`src/rtl/rx_pkt_filter_1000_pkg.sv`:
```
// rx_pkt_filter_1000_pkg: 139-bit word types, FSM states and filter limits.
// Shared by the receive filter and the transmit-side 139-bit stages.
package rx_pkt_filter_1000_pkg;

    localparam int WORD_W = 139;

    localparam logic [2:0] TYPE_HEAD = 3'b101;
    localparam logic [2:0] TYPE_BODY = 3'b100;
    localparam logic [2:0] TYPE_TAIL = 3'b110;

    localparam logic [6:0] MAX_WORDS = 7'd96;
    localparam logic [7:0] USEDW_MAX = 8'd160;

    typedef enum logic [1:0] {
        ST_IDLE,
        ST_XFER,
        ST_DROP,
        ST_RESYNC
    } state_t;

    function automatic logic [2:0] word_type(input logic [WORD_W-1:0] w);
        return w[WORD_W-1 -: 3];
    endfunction

endpackage

```
`src/rtl/rx_pkt_filter_1000.sv`:
```
// rx_pkt_filter_1000: admits good packets from the GMII-to-139 converter,
// drops bad-flagged ones and closes malformed or over-long packets as bad.
module rx_pkt_filter_1000
    import rx_pkt_filter_1000_pkg::*;
(
    input  logic              clk,
    input  logic              reset,
    input  logic [WORD_W-1:0] data_q,
    input  logic              data_empty,
    output logic              data_rdreq,
    input  logic              flag_q,
    input  logic              flag_empty,
    output logic              flag_rdreq,
    output logic              out_data_wrreq,
    output logic [WORD_W-1:0] out_data,
    input  logic [7:0]        out_data_usedw,
    output logic              out_valid_wrreq,
    output logic              out_valid,
    output logic              pkt_forward,
    output logic              pkt_drop
);

    state_t state_q;
    state_t state_d;
    logic [6:0] cnt_q;
    logic [6:0] cnt_d;

    logic [2:0] wtype;
    logic is_head;
    logic is_tail;
    logic first_word;
    logic malformed;

    logic flag_pop;
    logic data_pop;
    logic xfer_pop;

    logic wr_d;
    logic vwr_d;
    logic valid_d;
    logic drop_d;
    logic [WORD_W-1:0] data_d;

    assign wtype      = word_type(data_q);
    assign is_head    = (wtype == TYPE_HEAD);
    assign is_tail    = (wtype == TYPE_TAIL);
    assign first_word = (cnt_q == 7'd0);

    // A packet must open with head (or a lone tail), carry no second
    // head, and close by its MAX_WORDS-th word.
    assign malformed = (first_word && !is_head && !is_tail)
                     || (!first_word && is_head)
                     || ((cnt_q == MAX_WORDS - 7'd1) && !is_tail);

    // State and per-packet word counter
    always_ff @(posedge clk or negedge reset) begin
        if (!reset) begin
            state_q <= ST_IDLE;
            cnt_q   <= '0;
        end else begin
            state_q <= state_d;
            cnt_q   <= cnt_d;
        end
    end

    // Next state: flag decision in IDLE, tail or malformed exits elsewhere
    always_comb begin
        state_d = state_q;
        cnt_d   = cnt_q;
        unique case (state_q)
            ST_IDLE: begin
                cnt_d = '0;
                if (flag_pop) begin
                    state_d = flag_q ? ST_XFER : ST_DROP;
                end
            end
            ST_XFER: begin
                if (data_pop) begin
                    cnt_d = cnt_q + 7'd1;
                    if (malformed) begin
                        state_d = is_tail ? ST_IDLE : ST_RESYNC;
                    end else if (is_tail) begin
                        state_d = ST_IDLE;
                    end
                end
            end
            ST_DROP, ST_RESYNC: begin
                if (data_pop && is_tail) begin
                    state_d = ST_IDLE;
                end
            end
            default: state_d = ST_IDLE;
        endcase
    end

    // Output decode: upstream pops plus next values of the write stage
    always_comb begin
        flag_pop = 1'b0;
        data_pop = 1'b0;
        if (reset) begin
            flag_pop = (state_q == ST_IDLE) && !flag_empty
                     && (out_data_usedw < USEDW_MAX);
            data_pop = (state_q != ST_IDLE) && !data_empty;
        end
        xfer_pop = data_pop && (state_q == ST_XFER);
        wr_d     = xfer_pop;
        vwr_d    = xfer_pop && (is_tail || malformed);
        valid_d  = xfer_pop && is_tail && !malformed;
        drop_d   = (xfer_pop && malformed)
                 || (data_pop && (state_q == ST_DROP) && is_tail);
        data_d   = data_q;
        if (malformed) begin
            data_d[WORD_W-1 -: 3] = TYPE_TAIL;
        end
    end

    assign flag_rdreq = flag_pop;
    assign data_rdreq = data_pop;

    // Registered write stage, exactly one cycle behind the pop
    always_ff @(posedge clk or negedge reset) begin
        if (!reset) begin
            out_data_wrreq  <= 1'b0;
            out_data        <= '0;
            out_valid_wrreq <= 1'b0;
            out_valid       <= 1'b0;
            pkt_forward     <= 1'b0;
            pkt_drop        <= 1'b0;
        end else begin
            out_data_wrreq  <= wr_d;
            out_valid_wrreq <= vwr_d;
            out_valid       <= valid_d;
            pkt_forward     <= valid_d;
            pkt_drop        <= drop_d;
            if (wr_d) begin
                out_data <= data_d;
            end
        end
    end

endmodule

```
`config.mk`:
```
export PLATFORM = sky130hd
export DESIGN_NAME = rx_pkt_filter_1000
export DESIGN_NICKNAME = d
export VERILOG_FILES = /design/src/rtl/rx_pkt_filter_1000_pkg.sv /design/src/rtl/rx_pkt_filter_1000.sv
export SDC_FILE = /design/constraint.sdc
export NUM_CORES = 1
export LEC_CHECK = 0
export ABC_CLOCK_PERIOD_IN_PS = 2900
export BUFFER_PORTS_ARGS = -buffer_cell sky130_fd_sc_hd__buf_2
export CORE_AREA = 2 2 117 119
export DETAILED_ROUTE_END_ITERATION = 7
export DIE_AREA = 0 0 119 121
export PLACE_DENSITY = 0.8
export SLEW_MARGIN = 20
export SYNTH_ARGS = -nofsm -noshare
export SYNTH_HDL_FRONTEND = slang
export SYNTH_SLANG_ARGS = --single-unit
```
`constraint.sdc`:
```
create_clock -name clk -period 2.9 [get_ports clk]
set_input_delay 0.145 -clock clk [delete_from_list [all_inputs] [get_ports clk]]
set_output_delay 0.145 -clock clk [all_outputs]
set_load 0.01 [all_outputs]
```
Word level (Yosys, flattened, before mapping)
Cells that the tools add are included.
Word-level totals
  logic and storage cells: 64
  register bits: 152
  output and inout bits: 146
  input bits: 152
Cells by class
  equal/unequal tests: 10
  muxes and demuxes: 13
  $add $sub $neg: 1
  $lt $le $gt $ge: 1
  reduce and logical (&&, ||, !) cells: 32
Operators by type and width (number)
  1-bit logical AND: 15
  2-bit 2-to-1 mux: 7
  7-bit one-hot mux with 2 select lines: 1
  8-bit less-than comparator (second input constant): 1
  7-bit by 1-bit adder with 7-bit output (second input constant): 1
  7-bit equality test (second input constant): 1
  7-bit zero test: 1
  7-bit 2-to-1 mux: 1
  3-bit equality test (second input constant): 2
  1-bit zero test: 6
  2-bit inequality test (second input constant): 3
  2-bit one-hot mux with 3 select lines: 1
  2-bit equality test (second input constant): 2
  1-bit logical OR: 4
  4-bit AND reduction: 1
  2-bit nonzero test: 2
  3-bit 2-to-1 mux: 1
  3-bit inequality test (second input constant): 1
  2-bit by 1-bit equality test with 1-bit output (second input constant): 1
  2-bit zero test: 1
  1-bit 2-to-1 mux: 2
  2-bit AND reduction: 1
  2-bit OR reduction: 1

Longest topological paths before layout
  depth in word-level cells: 9
  depth in mapped cells: 8
  depth with buffers taken out: 7

Least setup slack after synthesis
No wires, ideal clock.
  path kind: reg-to-reg
  from: register cnt_q[2]
  to: register state_q[1]
  arrival time: 1798 ps
  period minus slack after synthesis: 1936 ps
  stages on the path, launching flop included: 6
  buffers on the path: 0
  required time: 2761 ps
  setup time: 139 ps
  setup slack: 964 ps
  cells stage by stage: dfrtp_1 or4_4 or2_1 a2111o_1 nand4b_1 o211ai_1
On the way
  longest elaborated chain between the ends: 8
  elaborated cells between the ends (all ways): 14
  those cells by class: 2 x eq/ne; 3 x mux; 9 x reduce/logical
Ends and longest elaborated chain
  start: declaration: line rx_pkt_filter_1000.sv:25  | logic [6:0] cnt_q;
  start signal: assignment: line rx_pkt_filter_1000.sv:62  | cnt_q <= cnt_d;
  7-bit zero test: line rx_pkt_filter_1000.sv:47  | assign first_word = (cnt_q == 7'd0);
  1-bit logical AND or 1-bit zero test (tied branches): line rx_pkt_filter_1000.sv:51, rx_pkt_filter_1000.sv:52
  1-bit logical AND (on tied branches): line rx_pkt_filter_1000.sv:51, rx_pkt_filter_1000.sv:52
  1-bit logical OR: line rx_pkt_filter_1000.sv:52  | || (!first_word && is_head)
  1-bit logical OR *: line rx_pkt_filter_1000.sv:53  | || ((cnt_q == MAX_WORDS - 7'd1) && !is_tail);
  2-bit 2-to-1 mux: line rx_pkt_filter_1000.sv:80  | if (malformed) begin
  2-bit 2-to-1 mux: line rx_pkt_filter_1000.sv:78  | if (data_pop) begin
  2-bit one-hot mux with 3 select lines: line rx_pkt_filter_1000.sv:70  | unique case (state_q)
  end signal: assignment: line rx_pkt_filter_1000.sv:61  | state_q <= state_d;
  end: declaration: line rx_pkt_filter_1000.sv:23  | state_t state_q;
Every way passes the cells marked *; elsewhere a longest branch is shown, timed or not. The select of a mux whose other input is x is not followed.
A chain may end at the register's enable or synchronous reset.

Worst setup path in the final report
Same ends and word-level chain as after synthesis.

==> results.py <==
metrics = {
    "timing": {
        "slew_headroom": 0.460,
        "timing.setup.tns_ns": 0,
        "fin_crit_share": 0.702,
        "slew_viol_final": 0,
        "max_slew.worst_pin.slew_ns": 0.811,
        "final-hold-violation-count": 0,
        "fmaxAchievable_mhz": 491,
        "shortest_clock_period_the_worst_path_allows_after_layout_ns": 2.03,
        "final-setup-viol-count": 0,
        "fin_skew_ns": 0.00681,
        "grt_setup_unrepaired": "no",
        "slack_of_the_critical_path_ns": 0.865,
    },
    "critical_path": {
        "cp_cell_sequence": "or4_4 > or2_1 > o2bb2ai_1 > a221o_1 > o211ai_1",
        "worstSetupStartpointType": "flop",
        "worst_ep_required_time_ns": 3.23,
        "critical_path_arrival_ns": 2.36,
        "largest_delay_share_family_worst_path": "simple AND/OR/NAND/NOR gates",
        "critical_path.endpoint_type": "flop",
        "cp_max_fo": 5,
        "slowest_cell_on_the_critical_path": "or4_4",
        "timing.critical_path.buf_inv": 0,
        "cp_slowest_stage_delay_ns": 0.56,
        "worstSetupPathType": "reg2reg",
    },
    "detailed_routing": {
        "first_pass_iters": 5,
        "routed_wl_microns": 19700,
        "detail_route.drc_violations": 0,
        "wl_per_cell_microns": 15.4,
        "number_of_vias_per_cell_after_detailed_routing": 4.85,
        "detail-route-antenna-nets": 0,
        "dr.first_iter.drc_count": 524,
        "route.vias.total": 6209,
    },
    "cts": {
        "clkLatencyLatePin_ns": 0.42,
        "clock_tree.root_cell": "clkbuf_16",
        "cts_tree": "yes",
        "cts-buffers-inserted": 17,
        "cts.htree.levels": 4,
        "cts-resized-gates": 0,
        "clock_sinks": 152,
        "cts.clk_slew.worst_paths_ns": 0.06,
        "max-clock-path-buffers": 2,
    },
    "min_path": {
        "hold_path_class": "in2reg",
    },
    "final_layout": {
        "most_frequent_standard_cell_in_the_layout_excluding_fill_and_tap_cells": "nand2_1",
        "area.sequential_sq_um": 3800,
        "layout.core_utilization": 0.734,
        "mostFrequentLayoutCells": "nand2_1 (413), buf_2 (291), dfrtp_1 (152)",
        "area_growth_syn_to_layout_pct": 61.3,
        "finalNonFillerCells": 1279,
        "antenna_cells": 0,
        "nNetsFinal": 1244,
        "layout.filler_cells": 823,
        "final_layout_size_suffix_gt1_frac": 0.301,
        "multi_input_comb_area_sq_um": 1990,
    },
    "global_route": {
        "globalRouteOverflowTotal": 0,
        "grt_first_pass_wirelength_microns": 32100,
        "grt.total_usage": 0.284,
        "grt_max_degree": 156,
        "grt_antenna_before_repair": 0,
        "grt_pass1_vias": 6443,
    },
    "synthesis": {
        "post_synthesis_compound_gate_area_fraction": 0.0304,
        "postSynthRegisterBits": 152,
        "fraction_of_registers_with_async_set_or_reset_after_synthesis": 1.00,
        "syn-instance-count": 668,
        "synth-edff-count": 0,
        "post_synth_xor_area_fraction": 0.00441,
        "yosysSeqAreaShare": 0.638,
        "simple_gate_share_of_the_synthesized_area": 0.292,
        "yosys_synthesis_warning_count": 0,
        "syn_area_sq_um": 5960,
        "combinational_family_with_the_most_area_after_synthesis": "simple AND/OR/NAND/NOR gates",
        "post_synth_num_cell_types": 40,
        "ys.flop_type": "dfrtp_1",
        "synthesis.area_per_instance_sq_um": 8.92,
        "synth.mux.area_fraction": 0.00168,
        "synthesis.nets": 822,
        "synth_adder_area_share": 0.00420,
    },
    "placement": {
        "gp_congestion": 0.770,
        "pre_cts_ws_ns": 0.873,
        "place.detailed.instances": 1109,
        "port_buffers": 292,
        "detailedPlacementHpwl_microns": 10300,
    },
    "floorplan": {
        "num_rows": 42,
        "start_util": 0.455,
        "die_h_microns": 121,
        "top_level_ports": 298,
        "fp.dieArea_sq_um": 14400,
        "die_w_microns": 119,
        "core_sq_um": 13100,
    },
    "run_status": {
        "run_status": "complete, no violations",
    },
    "power_and_ir_drop": {
        "finalPower_mw": 9.06,
        "leakage_nw": 5.40,
        "ir_drop_v": 0.000517,
        "power_per_cell_area_nw_per_um2": 943,
    },
    "job": {
        "cap_viol_max_count": 0,
    },
}
[power by group]
| group | internal, mW | total (mW) | switching, mW | leakage [nW] |
|---|---|---|---|---|
| sequential | 3.04 | 3.57 | 0.530 | 1.91 |
| combinational | 1.28 | 3.10 | 1.82 | 3.19 |
| clock | 1.53 | 2.39 | 0.858 | 0.305 |
[Yosys cell counts (2+ instances only)]
master	instances	area [sq um]
dfrtp_1	152	3800
ha_1	2	25.0
buf_2	14	70.1
o21ai_0	5	25.0
a21oi_1	5	25.0
or2_1	2	12.5
clkbuf_1	18	67.6
nand2b_1	2	12.5
or3_1	3	18.8
nand2_1	413	1550
nor2b_1	2	12.5
a221o_1	2	20.0
xor2_1	3	26.3
a31oi_1	3	18.8
nand4_1	3	18.8
nor2_1	9	33.8
nand3_1	2	10.0
inv_1	6	22.5
[cell type report]
class,instances,share of cell area
inverters,7,0.00300
repair buffers,436,0.305
clock inverters,11,0.0206
well taps,176,0.0229
flip-flops and latches,152,0.396
clock buffers,21,0.0458
multi-input cells,476,0.207
[worst paths after layout]
| kind | slack (ns) | to | cells past startpoint | start |
|---|---|---|---|---|
| setup / recovery | 0.87 | state_q[1] | 5 | cnt_q[2] |
| hold / removal | 0.04 | out_data[136] | 2 | data_q[136] |
| setup reg to reg | 0.87 | state_q[1] | 5 | cnt_q[2] |
| hold reg to reg | 0.47 | out_data[122] | 2 | out_data[122] |
| max in group asynchronous | 1.86 | out_data[26] | 3 | reset |
| min in group asynchronous | 0.42 | pkt_forward | 3 | reset |
[layer usage]
layer	GRT usage	wire (microns)
met1	0.332	7640
met2	0.467	9590
met3	0.0973	1690
met4	0.144	748
met5	0	0
[logic make-up after synthesis]
logic type                 after synthesis
xor gates and xnor gates                 3
DFF                                    152
buffers and inverters                   40
AOI/OAI and AO/OA                       25
muxes                                    1
adders and majority gates                2
and+or+nand+nor                        445
[state kept, by name (all words and copies together) (netlist names)]
name	cells
pkt_forward	1
out_data	139
pkt_drop	1
cnt_q	7
out_data_wrreq	1
state_q	2
out_valid_wrreq	1
[through the flow]
step	cell area, sq um	hold slack, ns
after floorplan	5960	-0.151
after global placement	7590	0.334
after detailed placement	7590	0.339
after CTS	9610	0.0146
after global routing	9610	0.0407
final	9610	0.0402
[worst register-to-register path, cell delays in order (launching register included)]
cell       delay (ns)
dfrtp_1          0.42
or4_4            0.56
or2_1            0.24
o2bb2ai_1        0.14
a221o_1          0.40
o211ai_1         0.20
[repair_timing]
action / CTS / global route
hold buffers: 138 / 0
hold endpoints to repair: 289 / 0
setup buffers: 0 / 0
No activity file was read; power rests on OpenSTA's default activity.
